--- config.mk ---
export PLATFORM = sky130hd
export DESIGN_NAME = led_scanner
export DESIGN_NICKNAME = d
export VERILOG_FILES = /design/src/rtl/led_scanner.sv
export SDC_FILE = /design/constraint.sdc
export NUM_CORES = 2
export LEC_CHECK = 0
export CAP_MARGIN = 10
export CELL_PAD_IN_SITES_DETAIL_PLACEMENT = 1
export CELL_PAD_IN_SITES_GLOBAL_PLACEMENT = 2
export CORE_MARGIN = 2
export CORE_UTILIZATION = 46
export CTS_CLUSTER_SIZE = 20
export DETAILED_ROUTE_END_ITERATION = 10
export DONT_BUFFER_PORTS = 1
export GPL_TIMING_DRIVEN = 0
export PLACE_DENSITY_LB_ADDON = 0.1
export SYNTH_ARGS = -nofsm -noshare
export SYNTH_HDL_FRONTEND = slang
export SYNTH_SLANG_ARGS = --single-unit
--- constraint.sdc ---
create_clock -name clk -period 17 [get_ports clk]
set_input_delay 3.4 -clock clk [delete_from_list [all_inputs] [get_ports clk]]
set_output_delay 3.4 -clock clk [all_outputs]
set_load 0.02 [all_outputs]
--- src/rtl/led_scanner.sv ---
// Scanning LED bar: a fractional position sweeps across CHANNELS outputs and
// crossfades neighbouring channels through per-channel PWM.
module led_scanner #(
  parameter int CHANNELS  = 8,
  parameter int PWM_BITS  = 10,
  parameter int FRAC_BITS = 21
) (
  input  logic                clk,
  input  logic                resetn,
  input  logic [1:0]          mode,
  input  logic [7:0]          step,
  input  logic [7:0]          scale,
  output logic [CHANNELS-1:0] led,
  output logic                end_pulse
);

  localparam int IDX_W = $clog2(CHANNELS);
  localparam int PW    = IDX_W + FRAC_BITS;
  // Wide enough that neither PMAX+step nor the comparisons can overflow, even
  // when the position is narrower than the 8-bit step.
  localparam int AW    = (PW + 1 > 9) ? PW + 1 : 9;

  localparam logic [AW-1:0]       PMAX = (AW'(CHANNELS) << FRAC_BITS) - AW'(1);
  localparam logic [PWM_BITS-1:0] BMAX = '1;

  typedef enum logic [1:0] {
    MODE_OFF    = 2'd0,
    MODE_BOUNCE = 2'd1,
    MODE_WRAP   = 2'd2,
    MODE_HOLD   = 2'd3
  } mode_e;

  mode_e mode_s;
  assign mode_s = mode_e'(mode);

  logic [PW-1:0]       p_q, p_d;
  logic                dir_q, dir_d;
  logic                end_pulse_q, end_pulse_d;
  logic [PWM_BITS-1:0] pwm_ctr_q;
  logic [CHANNELS-1:0] led_q, led_d;

  logic [AW-1:0] p_ext, step_ext, sum, diff;
  assign p_ext    = AW'(p_q);
  assign step_ext = AW'(step);
  assign sum      = p_ext + step_ext;
  assign diff     = p_ext - step_ext;

  always_comb begin
    p_d         = p_q;
    dir_d       = dir_q;
    end_pulse_d = 1'b0;
    if (step != 8'd0) begin
      case (mode_s)
        MODE_BOUNCE: begin
          if (!dir_q) begin
            if (sum > PMAX) begin
              p_d         = PW'(PMAX);
              dir_d       = 1'b1;
              end_pulse_d = 1'b1;
            end else begin
              p_d = PW'(sum);
            end
          end else begin
            if (p_ext < step_ext) begin
              p_d         = '0;
              dir_d       = 1'b0;
              end_pulse_d = 1'b1;
            end else begin
              p_d = PW'(diff);
            end
          end
        end
        MODE_WRAP: begin
          if (sum > PMAX) begin
            // Modulo rather than a single subtract: step may exceed the range.
            p_d         = PW'(sum % (PMAX + AW'(1)));
            end_pulse_d = 1'b1;
          end else begin
            p_d = PW'(sum);
          end
        end
        default: ;
      endcase
    end
  end

  logic [IDX_W-1:0]    idx;
  logic [PWM_BITS-1:0] frac_hi;
  logic                wrap_nb;
  assign idx     = p_q[PW-1 -: IDX_W];
  assign frac_hi = p_q[FRAC_BITS-1 -: PWM_BITS];
  assign wrap_nb = (mode_s == MODE_WRAP);

  genvar gi;
  generate
    for (gi = 0; gi < CHANNELS; gi++) begin : g_ch
      localparam int PREV = (gi == 0) ? CHANNELS - 1 : gi - 1;
      localparam int NEXT = (gi == CHANNELS - 1) ? 0 : gi + 1;

      logic [PWM_BITS-1:0]   raw;
      logic [PWM_BITS+7:0]   prod;
      logic [PWM_BITS-1:0]   duty;

      // Edge channels only see the far neighbour when the sweep wraps.
      always_comb begin
        raw = '0;
        if (idx == IDX_W'(gi))
          raw = BMAX;
        else if (idx == IDX_W'(PREV) && (gi != 0 || wrap_nb))
          raw = frac_hi;
        else if (idx == IDX_W'(NEXT) && (gi != CHANNELS - 1 || wrap_nb))
          raw = BMAX - frac_hi;
      end

      assign prod = {8'd0, raw} * {{PWM_BITS{1'b0}}, scale};
      assign duty = PWM_BITS'(prod >> 8);
      assign led_d[gi] = (mode_s != MODE_OFF) && (pwm_ctr_q < duty);
    end
  endgenerate

  always_ff @(posedge clk) begin
    if (!resetn) begin
      p_q         <= '0;
      dir_q       <= 1'b0;
      end_pulse_q <= 1'b0;
      pwm_ctr_q   <= '0;
      led_q       <= '0;
    end else begin
      p_q         <= p_d;
      dir_q       <= dir_d;
      end_pulse_q <= end_pulse_d;
      pwm_ctr_q   <= pwm_ctr_q + 1'b1;
      led_q       <= led_d;
    end
  end

  assign led       = led_q;
  assign end_pulse = end_pulse_q;

endmodule

* Word level (Yosys, flattened, before mapping)
Cells that the tools add are included.
** Storage, ports and cells
- Register bits :: 44
- Bits in latches :: 0
- RAM bits :: 0
- Memory bits (read-only) :: 0
- Bits of input ports :: 20
- Output and inout bits :: 9
- Logic and storage cells :: 87
- Memories :: 0
** Operators by class
- Add/subtract/negate cells :: 4
- $mul :: 8
- Div/mod/pow operators :: 0
- Order comparisons :: 10
- Eq/ne operators :: 9
- Shift-type cells :: 0
- Mux-type cells :: 34
- Bitwise operators :: 0
- Reductions and logical operators :: 17
** Operators by type and width (count)
- $mux W10 :: 24
- $mul A10 B8 Y18 :: 8
- $lt A10 B10 Y1 :: 8
- $mux W24 :: 3
- $pmux W24 S2 :: 1
- $add A24 B8 Y25 :: 1
- $gt A25 B24 Y1 const B :: 1
- $lt A24 B8 Y1 :: 1
- $sub A24 B8 Y24 :: 1
- $eq A3 B3 Y1 const B :: 4
- $add A10 B1 Y10 const B :: 1
- $logic_and A1 B1 Y1 :: 10
- $sub A10 B10 Y10 const A :: 1
- $reduce_bool A8 Y1 :: 1
- $eq A3 B2 Y1 const B :: 2
- $reduce_and A2 Y1 :: 3
- $mux W1 :: 5
- $reduce_bool A2 Y1 :: 2
- $eq A3 B1 Y1 const B :: 1
- $logic_not A3 Y1 :: 1
- $eq A2 B1 Y1 const B :: 1
- $eq A2 B2 Y1 const B :: 1
- $pmux W1 S2 :: 1

* Depth between registers and ports, before layout
- Word-level depth :: 8
- Gate-level depth with buffers :: 33
- Mapped depth without buffers :: 30

* Worst setup path after synthesis
Ideal clock, no wire load.
- Path type :: input-to-reg
- From :: input port mode[0]
- To :: register led_q[7], in the netlist led[7]
- Arrival time :: 9547 ps
- Required time :: 16885 ps
- Path slack :: 7338 ps
- Stages :: 29
- Cell sequence :: inv_1 > ha_1 > clkbuf_1 > or3b_1 > mux2i_1 > nand2_1 > fa_1 > fa_1 > inv_1 > fa_1 > inv_1 > fa_1 > inv_1 > ha_1 > nand3_1 > o221ai_1 > o41ai_1 > nor2b_1 > o21a_1 > or2_2 > ha_1 > nor2b_1 > o21ai_0 > nand2b_1 > a21oi_1 > nor2b_1 > o21ai_0 > nand2b_1 > a2111oi_0
** Between the ends
- Cells in the longest elaborated chain, start to end :: 8
- Elaborated cells between the ends (all ways) :: 9
- Those cells by class :: mul: 1; order compare: 1; eq/ne: 1; mux: 3; reduce/logical: 3
** RTL lines
- from (decl) :: RTL line 10 : input logic [1:0] mode,
- $eq A2 B2 Y1 :: RTL line 92 : assign wrap_nb = (mode_s == MODE_WRAP);
- $logic_and A1 B1 Y1 :: RTL line 111 : else if (idx == IDX_W'(NEXT) && (gi != CHANNELS - 1 || wrap_nb))
- $mux W10 :: RTL line 111
- $mux W10 :: RTL line 109 : else if (idx == IDX_W'(PREV) && (gi != 0 || wrap_nb))
- $mux W10 :: RTL line 107 : if (idx == IDX_W'(gi))
- $mul A10 B8 Y18 :: RTL line 115 : assign prod = {8'd0, raw} * {{PWM_BITS{1'b0}}, scale};
- $lt A10 B10 Y1 :: RTL line 117 : assign led_d[gi] = (mode_s != MODE_OFF) && (pwm_ctr_q < duty);
- $logic_and A1 B1 Y1 (*) :: RTL line 117
- to (signal assigned) :: RTL line 133 : led_q <= led_d;
- to (decl) :: RTL line 40 : logic [CHANNELS-1:0] led_q, led_d;
Mark *: on every way between the ends. The rest lies on a longest branch, timed or not.
A chain may end at the register's enable or synchronous reset.

* Final worst setup path
Same ends and word-level chain as after synthesis.

==> out/metrics.yaml <==
detailed_routing:
  firstDrtPassIters: 5
  drtIter0Drc: 958
  via_per_inst: 5.70
  wire_per_inst_um: 23.1
  route.vias.total: 20900
  drc: 0
  drtAntennaViolNets: 0
  wl_mm: 84.6
floorplan:
  num_io_pins: 29
  die_area_um2: 55000
  start_util_pct: 46.5
  coreArea_um2: 52600
  chipWidth_um: 235
  rows: 84
  dieHeight_um: 235
layout:
  final_layout_size_suffix_gt1_share_pct: 2.29
  final_common_cell: "inv_1"
  final_core_util_pct: 48.9
  layout_common_cells: "505 x inv_1, 378 x fa_1, 372 x ha_1, 368 x and2_1, 255 x nand2_1"
  nFillCells: 6411
  instances_no_fill: 3661
  areaGrowthSynthToFinish_pct: 5.22
  layout.nets: 3735
  fin_area_um2: 25700
power_and_ir_drop:
  swShare_pct: 54.8
  clockPowerShare_pct: 6.2
  internal_power_mw: 1.04
  leakage_nw: 13.4
  p_per_area_nw_per_um2: 89.1
  irDropWorstVdd_v: 0.000149
  power_frac_comb_pct: 88.0
  totalPowerFinal_mw: 2.29
  pwr-share-seq_pct: 5.8
  power_switching_mw: 1.26
clocking:
  cts_buffers: 5
  cts-hold-fix-buffers: 0
  clk_latency_ns: 0.37
  clockRootBuffer: "clkbuf_16"
  clkSlewWorstSetupHoldPaths_ns: 0.09
  cts_max_path_buffers: 2
  cts_tree: "done"
  cts.sinks: 44
  cts-htree-levels: 2
  cts_setup_buffers: 0
  cts_repair_resize_count: 0
synthesis:
  synth_area_per_cell_um2: 8.29
  yosys.cell_types.count: 82
  synth_nets: 3719
  synth-main-ff-cell: "dfxtp_1"
  ys_seq_area_share_pct: 3.60
  yosysWarnings: 0
  syn_inst: 2949
  synth.cell_area_um2: 24400
  async_flop_share_pct: 0
  ys_seq_elements: 44
  synth_edf_count: 0
job:
  drv_cap: 0
sta:
  hold_viol: 0
  timing.final.ws_setup_ns: 6.48
  maxSlewHeadroom_pct: 12.2
  period_share_pct: 61.9
  setup_viol: 0
  worst_hold_slack_ns: 0.538
  timing.fmax_ghz: 0.0951
  fin_skew_ns: 0.0350
  rsz0062_at_grt: "false"
  worstMarginPinSlew_ns: 1.31
  slew_viol_final: 0
  finalCriticalPeriod_ns: 10.52
  tns_ns: 0
placed_design:
  port_buffers: 0
  dp_hpwl_mm: 69.7
  gp_routability_congestion: 0.980
  dp.cells: 3645
  dp_worst_setup_slack_ns: 6.07
  postPlaceCellArea_um2: 25500
worst_setup_path:
  crit_slowest_cell: "mux2i_1"
  slowest_delay_ns: 0.71
  criticalPathCategory: "input pin to flop"
  startpoint_type: "input pin"
  crit_required_ns: 17.22
  arrival_ns: 10.74
  path_max_fanout: 9
  setup.worst_path.end_class: "flop"
status:
  status: "finished, final reports clean"
grt:
  grt_use_met1_pct: 42.6
  busiest_layer: "met2"
  use_met3_pct: 3.67
  grt_overflow_total: 0
  grt_use_total_pct: 32.0
  antenna_found_initial: 4
  grt_pass1_vias: 23000
  grt_max_degree: 16
  grtUsageMet2_pct: 53.1
  grt_pass1_wl_mm: 132
min_path:
  hp-class: "flop to flop"
sequential cells by signal, indices dropped and copies added, names as in the netlist:
name       count
dir_q          1
end_pulse      1
p_q           24
led            8
pwm_ctr_q     10
synth_stat cells, types with 6 or more instances:
library cell  count  share of area, %
nor2b_1          71               1.8
and3_1           57               1.5
o21bai_1          6              0.18
inv_1           505               7.8
a211oi_1         12              0.37
or3_1             8              0.20
clkbuf_1        123               1.9
nand2b_1         28              0.72
o31a_1            6              0.21
a21boi_0          6              0.18
a2111oi_0         6              0.21
nor3_1           63               1.3
nand4_1          20              0.51
o21ai_1          20              0.41
xnor2_1          52               1.9
dfxtp_1          44               3.6
a21oi_1          67               1.4
nor2_1          103               1.6
xor2_1           39               1.4
fa_1            378                31
o21a_1           18              0.55
nand3_1          38              0.78
o21ai_0          83               1.7
or2_2            22              0.56
a31oi_1          18              0.46
o41ai_1           6              0.21
and2_1          368               9.4
o22ai_1           8              0.20
a21o_1           25              0.77
nand2_1         255               3.9
o31ai_1           7              0.21
nor4_1            9              0.23
ha_1            372                19
worst paths after layout:
path | from | endpoint | slack [ns] | cells after the start
worst min register to register | p_q[3]$_SDFFE_PN0P_ | p_q[3]$_SDFFE_PN0P_ | 0.54 | 2
worst max register to register | p_q[23]$_SDFFE_PN0P_ | led[5]$_SDFF_PN0_ | 8.30 | 25
worst max-delay path | mode[0] | led[7]$_SDFF_PN0_ | 6.48 | 29
worst min-delay path | p_q[3]$_SDFFE_PN0P_ | p_q[3]$_SDFFE_PN0P_ | 0.54 | 2
layout make-up:
cell class / count / area, um^2 / share of cell area [%]
antenna: 7 / 17.5 / 0.0681
buffer: 133 / 518 / 2.01
clock buffer: 5 / 125 / 0.486
clock inverter: 3 / 46.3 / 0.180
inverter: 505 / 1900 / 7.37
multi-input combinational: 2267 / 21200 / 82.2
sequential: 44 / 881 / 3.42
tap: 688 / 861 / 3.35
timing repair buffer: 9 / 225 / 0.876
worst max-delay path, delay by kind of cell:
| family | cells | cell delay [ns] |
|---|---|---|
| compound gates | 7 | 1.82 |
| fa+ha+maj | 7 | 2.72 |
| buf+inv | 5 | 0.61 |
| mux | 1 | 0.71 |
| simple gates | 9 | 1.47 |
power by group through the flow:
stage	registers [mW]	clock network, mW	logic (mW)
after floorplan	0.130	0	1.49
after global placement	0.136	0	1.87
after detailed placement	0.136	0	2.00
after CTS	0.133	0.144	2.02
after global routing	0.135	0.147	2.31
final	0.133	0.143	2.02
routing by layer:
metal / vias to the layer above / part of all wire [%]
met5: - / 0.011
met4: 2 / 4.0
met3: 137 / 4.3
met2: 430 / 47
met1: 10800 / 45
li1: 9447 / -
kinds of logic after synthesis:
group,after synthesis,synth area share [%]
and+or+nand+nor,1076,23.8
xor gates and xnor gates,91,3.26
AOI/OAI and AO/OA,344,9.25
muxes,6,0.251
buffers and inverters,638,9.87
DFF,44,3.60
adders and majority gates,750,50.0
Power figures use the tool's default switching activity.
